==> src/rtl/uart_reader.sv <==
// -----------------------------------------------------------------------------
// uart_reader
//
// Receive-side word assembler for the debugger UART path. When asked to read,
// it pops N = OUT_BUS_SIZE/UART_BUS_SIZE bytes from a first-word-fall-through
// RX FIFO and packs them little-endian (first byte in the LSB slice) into one
// word. The word is published together with a completion level. An optional
// inactivity timeout aborts a request that starves on an empty FIFO.
//
// Ports
//   i_clk           clock, rising edge
//   i_reset         synchronous, active-high reset
//   i_start_rd      request one word; only honoured while idle
//   i_uart_empty    RX FIFO empty flag
//   i_uart_data_rd  RX FIFO head byte, valid while i_uart_empty = 0
//   o_uart_rd       RX FIFO pop strobe, one cycle per byte
//   o_rd_data       last completed word
//   o_rd_end        level: word completed (cleared by the next accepted start)
//   o_timeout       level: last request aborted (cleared by the next start)
// -----------------------------------------------------------------------------
module uart_reader #(
    parameter int UART_BUS_SIZE  = 8,
    parameter int OUT_BUS_SIZE   = 32,
    parameter int TIMEOUT_CYCLES = 0
) (
    input  logic                     i_clk,
    input  logic                     i_reset,
    input  logic                     i_start_rd,
    input  logic                     i_uart_empty,
    input  logic [UART_BUS_SIZE-1:0] i_uart_data_rd,
    output logic                     o_uart_rd,
    output logic [OUT_BUS_SIZE-1:0]  o_rd_data,
    output logic                     o_rd_end,
    output logic                     o_timeout
);

    localparam int N     = OUT_BUS_SIZE / UART_BUS_SIZE;
    localparam int PTR_W = $clog2(N) + 1;
    localparam int TMO_W = (TIMEOUT_CYCLES > 0) ? $clog2(TIMEOUT_CYCLES + 1) : 1;

    localparam logic [PTR_W-1:0] PTR_FULL  = PTR_W'(N);
    localparam logic [TMO_W-1:0] TMO_LIMIT = TMO_W'(TIMEOUT_CYCLES);

    if ((OUT_BUS_SIZE % UART_BUS_SIZE) != 0) begin : g_bad_width
        $error("uart_reader: OUT_BUS_SIZE must be a multiple of UART_BUS_SIZE");
    end

    typedef enum logic [1:0] {
        ST_IDLE    = 2'd0,
        ST_RD_WAIT = 2'd1,
        ST_RD      = 2'd2
    } state_t;

    state_t                    state_q,   state_d;
    logic [PTR_W-1:0]          ptr_q,     ptr_d;
    logic [OUT_BUS_SIZE-1:0]   buf_q,     buf_d;
    logic [TMO_W-1:0]          tmo_cnt_q, tmo_cnt_d;
    logic                      uart_rd_q, uart_rd_d;
    logic [OUT_BUS_SIZE-1:0]   rd_data_q, rd_data_d;
    logic                      rd_end_q,  rd_end_d;
    logic                      timeout_q, timeout_d;

    // State, datapath and output registers with synchronous reset.
    always_ff @(posedge i_clk) begin
        if (i_reset) begin
            state_q   <= ST_IDLE;
            ptr_q     <= '0;
            buf_q     <= '0;
            tmo_cnt_q <= '0;
            uart_rd_q <= 1'b0;
            rd_data_q <= '0;
            rd_end_q  <= 1'b0;
            timeout_q <= 1'b0;
        end else begin
            state_q   <= state_d;
            ptr_q     <= ptr_d;
            buf_q     <= buf_d;
            tmo_cnt_q <= tmo_cnt_d;
            uart_rd_q <= uart_rd_d;
            rd_data_q <= rd_data_d;
            rd_end_q  <= rd_end_d;
            timeout_q <= timeout_d;
        end
    end

    // Next-state and next-output logic for the read sequencer.
    always_comb begin
        state_d   = state_q;
        ptr_d     = ptr_q;
        buf_d     = buf_q;
        tmo_cnt_d = tmo_cnt_q;
        uart_rd_d = 1'b0;
        rd_data_d = rd_data_q;
        rd_end_d  = rd_end_q;
        timeout_d = timeout_q;

        case (state_q)
            ST_IDLE: begin
                if (i_start_rd) begin
                    rd_end_d  = 1'b0;
                    timeout_d = 1'b0;
                    tmo_cnt_d = '0;
                    state_d   = ST_RD_WAIT;
                end else begin
                    state_d = ST_IDLE;
                end
            end

            ST_RD_WAIT: begin
                // Completion is checked before the FIFO so a waiting byte is
                // never popped once the word is full.
                if (ptr_q == PTR_FULL) begin
                    rd_data_d = buf_q;
                    rd_end_d  = 1'b1;
                    ptr_d     = '0;
                    state_d   = ST_IDLE;
                end else if (!i_uart_empty) begin
                    for (int i = 0; i < N; i++) begin
                        if (ptr_q == PTR_W'(i)) begin
                            buf_d[i*UART_BUS_SIZE +: UART_BUS_SIZE] = i_uart_data_rd;
                        end else begin
                            buf_d[i*UART_BUS_SIZE +: UART_BUS_SIZE] =
                                buf_q[i*UART_BUS_SIZE +: UART_BUS_SIZE];
                        end
                    end
                    uart_rd_d = 1'b1;
                    tmo_cnt_d = '0;
                    state_d   = ST_RD;
                end else if (TIMEOUT_CYCLES != 0) begin
                    // Counts consecutive starved cycles; fires on the limit-th.
                    tmo_cnt_d = tmo_cnt_q + TMO_W'(1);
                    if (tmo_cnt_d == TMO_LIMIT) begin
                        timeout_d = 1'b1;
                        ptr_d     = '0;
                        state_d   = ST_IDLE;
                    end else begin
                        state_d = ST_RD_WAIT;
                    end
                end else begin
                    state_d = ST_RD_WAIT;
                end
            end

            ST_RD: begin
                // One dead cycle so the FIFO flag and head byte reflect the pop.
                uart_rd_d = 1'b0;
                ptr_d     = ptr_q + PTR_W'(1);
                state_d   = ST_RD_WAIT;
            end

            default: begin
                state_d = ST_IDLE;
            end
        endcase
    end

    assign o_uart_rd = uart_rd_q;
    assign o_rd_data = rd_data_q;
    assign o_rd_end  = rd_end_q;
    assign o_timeout = timeout_q;

endmodule

==> config.mk <==
export PLATFORM = sky130hd
export DESIGN_NAME = uart_reader
export DESIGN_NICKNAME = d
export VERILOG_FILES = /design/src/rtl/uart_reader.sv
export SDC_FILE = /design/constraint.sdc
export NUM_CORES = 1
export LEC_CHECK = 0
export CAP_MARGIN = 30
export CORE_ASPECT_RATIO = 1.4
export CORE_MARGIN = 1
export CORE_UTILIZATION = 50
export CTS_CLUSTER_SIZE = 40
export DETAILED_ROUTE_END_ITERATION = 12
export PLACE_DENSITY = 0.76
export RECOVER_POWER = 50
export SLEW_MARGIN = 20
export SYNTH_ARGS = -nofsm -noshare
export SYNTH_HDL_FRONTEND = slang
export SYNTH_SLANG_ARGS = --single-unit
==> constraint.sdc <==
create_clock -name i_clk -period 2.1 [get_ports i_clk]
set_input_delay 0.21 -clock i_clk [delete_from_list [all_inputs] [get_ports i_clk]]
set_output_delay 0.21 -clock i_clk [all_outputs]
set_load 0.1 [all_outputs]
==> flow_metrics.env <==
export IMPL_num_io_pins=47
export IMPL_rsz0062_at_grt="no"
export IMPL_finalClockSkew_ns=0.00671
export IMPL_syn_area_per_cell_um2=9.23
export IMPL_dieArea_um2=5770
export IMPL_row_count=31
export IMPL_drt_iter0_drc=83
export IMPL_async_flop_share_pct=0
export IMPL_p_clk_share_pct=44.0
export IMPL_post_route_period_util_pct=86.7
export IMPL_worstHoldPathCells=2
export IMPL_vias=2050
export IMPL_ys_top_cells_by_area="dfxtp_1 (52%), mux2i_1 (12%), nand2_1 (9.3%), nand2b_1 (9.2%), a21oi_1 (6.6%)"
export IMPL_ff2ff_path_depth=6
export IMPL_crit_fanout=21
export IMPL_drive_gt1_share_pct=7.00
export IMPL_leakage_nw=1.28
export IMPL_combPwrFrac_pct=4.7
export IMPL_die_h_um=89.5
export IMPL_portBuffers=45
export IMPL_synth_distinct_cells=25
export IMPL_gp_congestion=0.815
export IMPL_reg2reg_from="ptr_q[0]$_SDFFE_PP0P_"
export IMPL_cts_resized=0
export IMPL_finalMaxSlewViolations=0
export IMPL_grt_pass1_wl_um=8520
export IMPL_pwr_density_cell_nw_per_um2=828
export IMPL_coreArea_um2=5240
export IMPL_max_freq_mhz=549
export IMPL_worstReg2RegEnd="o_rd_data[30]$_SDFFE_PP0P_"
export IMPL_grt_remaining_overflow=0
export IMPL_wl_per_cell_um=13.4
export IMPL_yosysMostFrequentCell="dfxtp_1"
export IMPL_fin_nets=355
export IMPL_clk_latency_ns=0.35
export IMPL_first_pass_iters=4
export IMPL_fillerInstances=510
export IMPL_holdCritPathClass="in2reg"
export IMPL_switching_share_pct=22.3
export IMPL_yosysSeqAreaShare_pct=52.0
export IMPL_grt_max_degree=34
export IMPL_min_from="i_reset"
export IMPL_ys_flop_type="dfxtp_1"
export IMPL_syn_inst=296
export IMPL_antenna_found_initial=0
export IMPL_outcome="completed"
export IMPL_critPathLaunchType="register"
export IMPL_max_slew_margin_rel_pct=21.8
export IMPL_worst_slew_pin_slew_ns=1.18
export IMPL_r2r_slack_ns=0.28
export IMPL_drc_errors=0
export IMPL_cts_setup_buffers=0
export IMPL_maxCapViolCount=0
export IMPL_clockRootBuffer="clkbuf_8"
export IMPL_power_switching_mw=0.595
export IMPL_initial_core_util_pct=52.2
export IMPL_ant_nets=0
export IMPL_dp_hpwl_um=3630
export IMPL_vdd_ir_drop_worst_v=0.000437
export IMPL_cp_required_ns=2.37
export IMPL_final_hold_viol_count=0
export IMPL_avgViaCountPerCell=5.01
export IMPL_synth_top_area_share_pct=52.0
export IMPL_cts_tree="yes"
export IMPL_holdPathEnd="o_rd_data[4]$_SDFFE_PP0P_"
export IMPL_post_route_cell_area_um2=3220
export IMPL_synth_edf_count=0
export IMPL_synth_common_cells="dfxtp_1 (71), nand2_1 (68), nand2b_1 (40), a21oi_1 (36), mux2i_1 (32)"
export IMPL_sequentialPowerShare_pct=51.3
export IMPL_p_int_mw=2.07
export IMPL_setup_tns_ns=0
export IMPL_cts_htree_levels=3
export IMPL_die_x_um=64.5
export IMPL_grt_pass1_vias=1849
export IMPL_yosysWarnings=0
export IMPL_fin_crit_ns=1.82
export IMPL_endpoint_kind="register"
export IMPL_place_area_um2=3140
export IMPL_wl_um=5480
export IMPL_cts_buffers=9
export IMPL_gr_usage_all_layers_pct=20.4
export IMPL_yosys_register_bits=71
export IMPL_syn_cell_area_um2=2730
export IMPL_critical_path_class="reg2reg"
export IMPL_setup_viol=0
export IMPL_synth_top_area_cell="dfxtp_1"
export IMPL_antennaDiodeCount=0
export IMPL_clkSlewWorstSetupHoldPaths_ns=0.07
export IMPL_clock_tree_buffer_depth=2
export IMPL_synth_fp_nets=313
export IMPL_ctsHoldBuffers=0
export IMPL_area_growth_pct=17.9
export IMPL_arrival_ns=2.09
export IMPL_cts_sinks=71
## critical path: stages, from the launching register on
cell	delay (ns)
dfxtp_1	0.35
inv_1	0.09
ha_1	0.25
and4b_1	0.49
buf_4	0.34
nand2_1	0.10
a21oi_1	0.13
## metal layers
metal	track usage, %	wire [um]	share of wire [%]	vias to the layer above
li1	-	-	-	1051
met1	23.3	2520	46	945
met2	34.3	2650	48	42
met3	5.36	180	3.3	12
met4	12.1	131	2.4	0
met5	0	0	0	-
## logic make-up after synthesis
kind of cell | after synthesis | share of synthesized area [%]
other cells | 1 | 0.137
fa+ha+maj | 5 | 2.29
buf+inv | 23 | 3.62
flops | 71 | 52.0
mux | 32 | 11.7
compound gates | 41 | 7.97
simple gates | 123 | 22.3
## power by group through the flow
stage | logic, mW | registers (mW) | clock network (mW)
after floorplan | 0.0797 | 1.40 | 0
after global placement | 0.127 | 1.40 | 0
after detailed placement | 0.128 | 1.40 | 0
after CTS | 0.128 | 1.37 | 1.19
after global routing | 0.135 | 1.37 | 1.24
final | 0.126 | 1.37 | 1.17
## worst max path at each step
| stage | start | to | slack (ns) | depth (start not counted) |
|---|---|---|---|---|
| after detailed placement | ptr_q[0]$_SDFFE_PP0P_ | o_rd_data[30]$_SDFFE_PP0P_ | 0.28 | 6 |
| after global routing | ptr_q[1]$_SDFFE_PP0P_ | o_rd_data[30]$_SDFFE_PP0P_ | 0.11 | 6 |
| final | ptr_q[0]$_SDFFE_PP0P_ | o_rd_data[30]$_SDFFE_PP0P_ | 0.28 | 6 |
| after CTS | ptr_q[0]$_SDFFE_PP0P_ | o_rd_data[30]$_SDFFE_PP0P_ | 0.25 | 6 |
| after floorplan | ptr_q[0]$_SDFFE_PP0P_ | ptr_q[1]$_SDFFE_PP0P_ | 0.57 | 6 |
| after global placement | i_uart_empty | buf_q[10]$_SDFFE_PP0P_ | 0.34 | 4 |
## layout by cell type, fill, tap and decap left out, types with 4 or more instances in the layout
master | Yosys | layout
ha_1 | 5 | 5
a21oi_1 | 36 | 36
clkbuf_1 | 11 | 33
mux2i_1 | 32 | 32
clkbuf_8 | 0 | 9
clkdlybuf4s50_1 | 0 | 10
nand2_1 | 68 | 68
inv_1 | 4 | 4
nand2b_1 | 40 | 40
dfxtp_1 | 71 | 71
## metrics by stage
step | instances | hold slack, ns | worst slack, ns | util [%] | power, mW
finish | 409 | 0.345 | 0.280 | 61.5 | 2.67
global route | 409 | 0.377 | 0.108 | 61.5 | 2.74
CTS | 409 | 0.340 | 0.247 | 64.1 | 2.69
detailed placement | 393 | 0.445 | 0.277 | 60.0 | 1.52
global placement | 393 | 0.443 | 0.338 | 60.0 | 1.52
floorplan | 296 | 0.288 | 0.567 | - | 1.48
## flip-flops by register name, summed over array words and instances (netlist names)
| signal | count |
|---|---|
| buf_q | 32 |
| o_uart_rd | 1 |
| state_q | 2 |
| ptr_q | 3 |
| o_rd_data | 32 |
| o_rd_end | 1 |
## cell type report
| type | count | area [um2] | share of cell area, % |
|---|---|---|---|
| Tap cell | 66 | 82.6 | 2.56 |
| Multi-Input combinational cell | 202 | 1210 | 37.5 |
| Inverter | 4 | 15.0 | 0.466 |
| Clock inverter | 6 | 85.1 | 2.64 |
| Timing Repair Buffer | 50 | 283 | 8.78 |
| Clock buffer | 10 | 128 | 3.96 |
| Sequential cell | 71 | 1420 | 44.1 |
No activity file was read; power rests on OpenSTA's default activity.
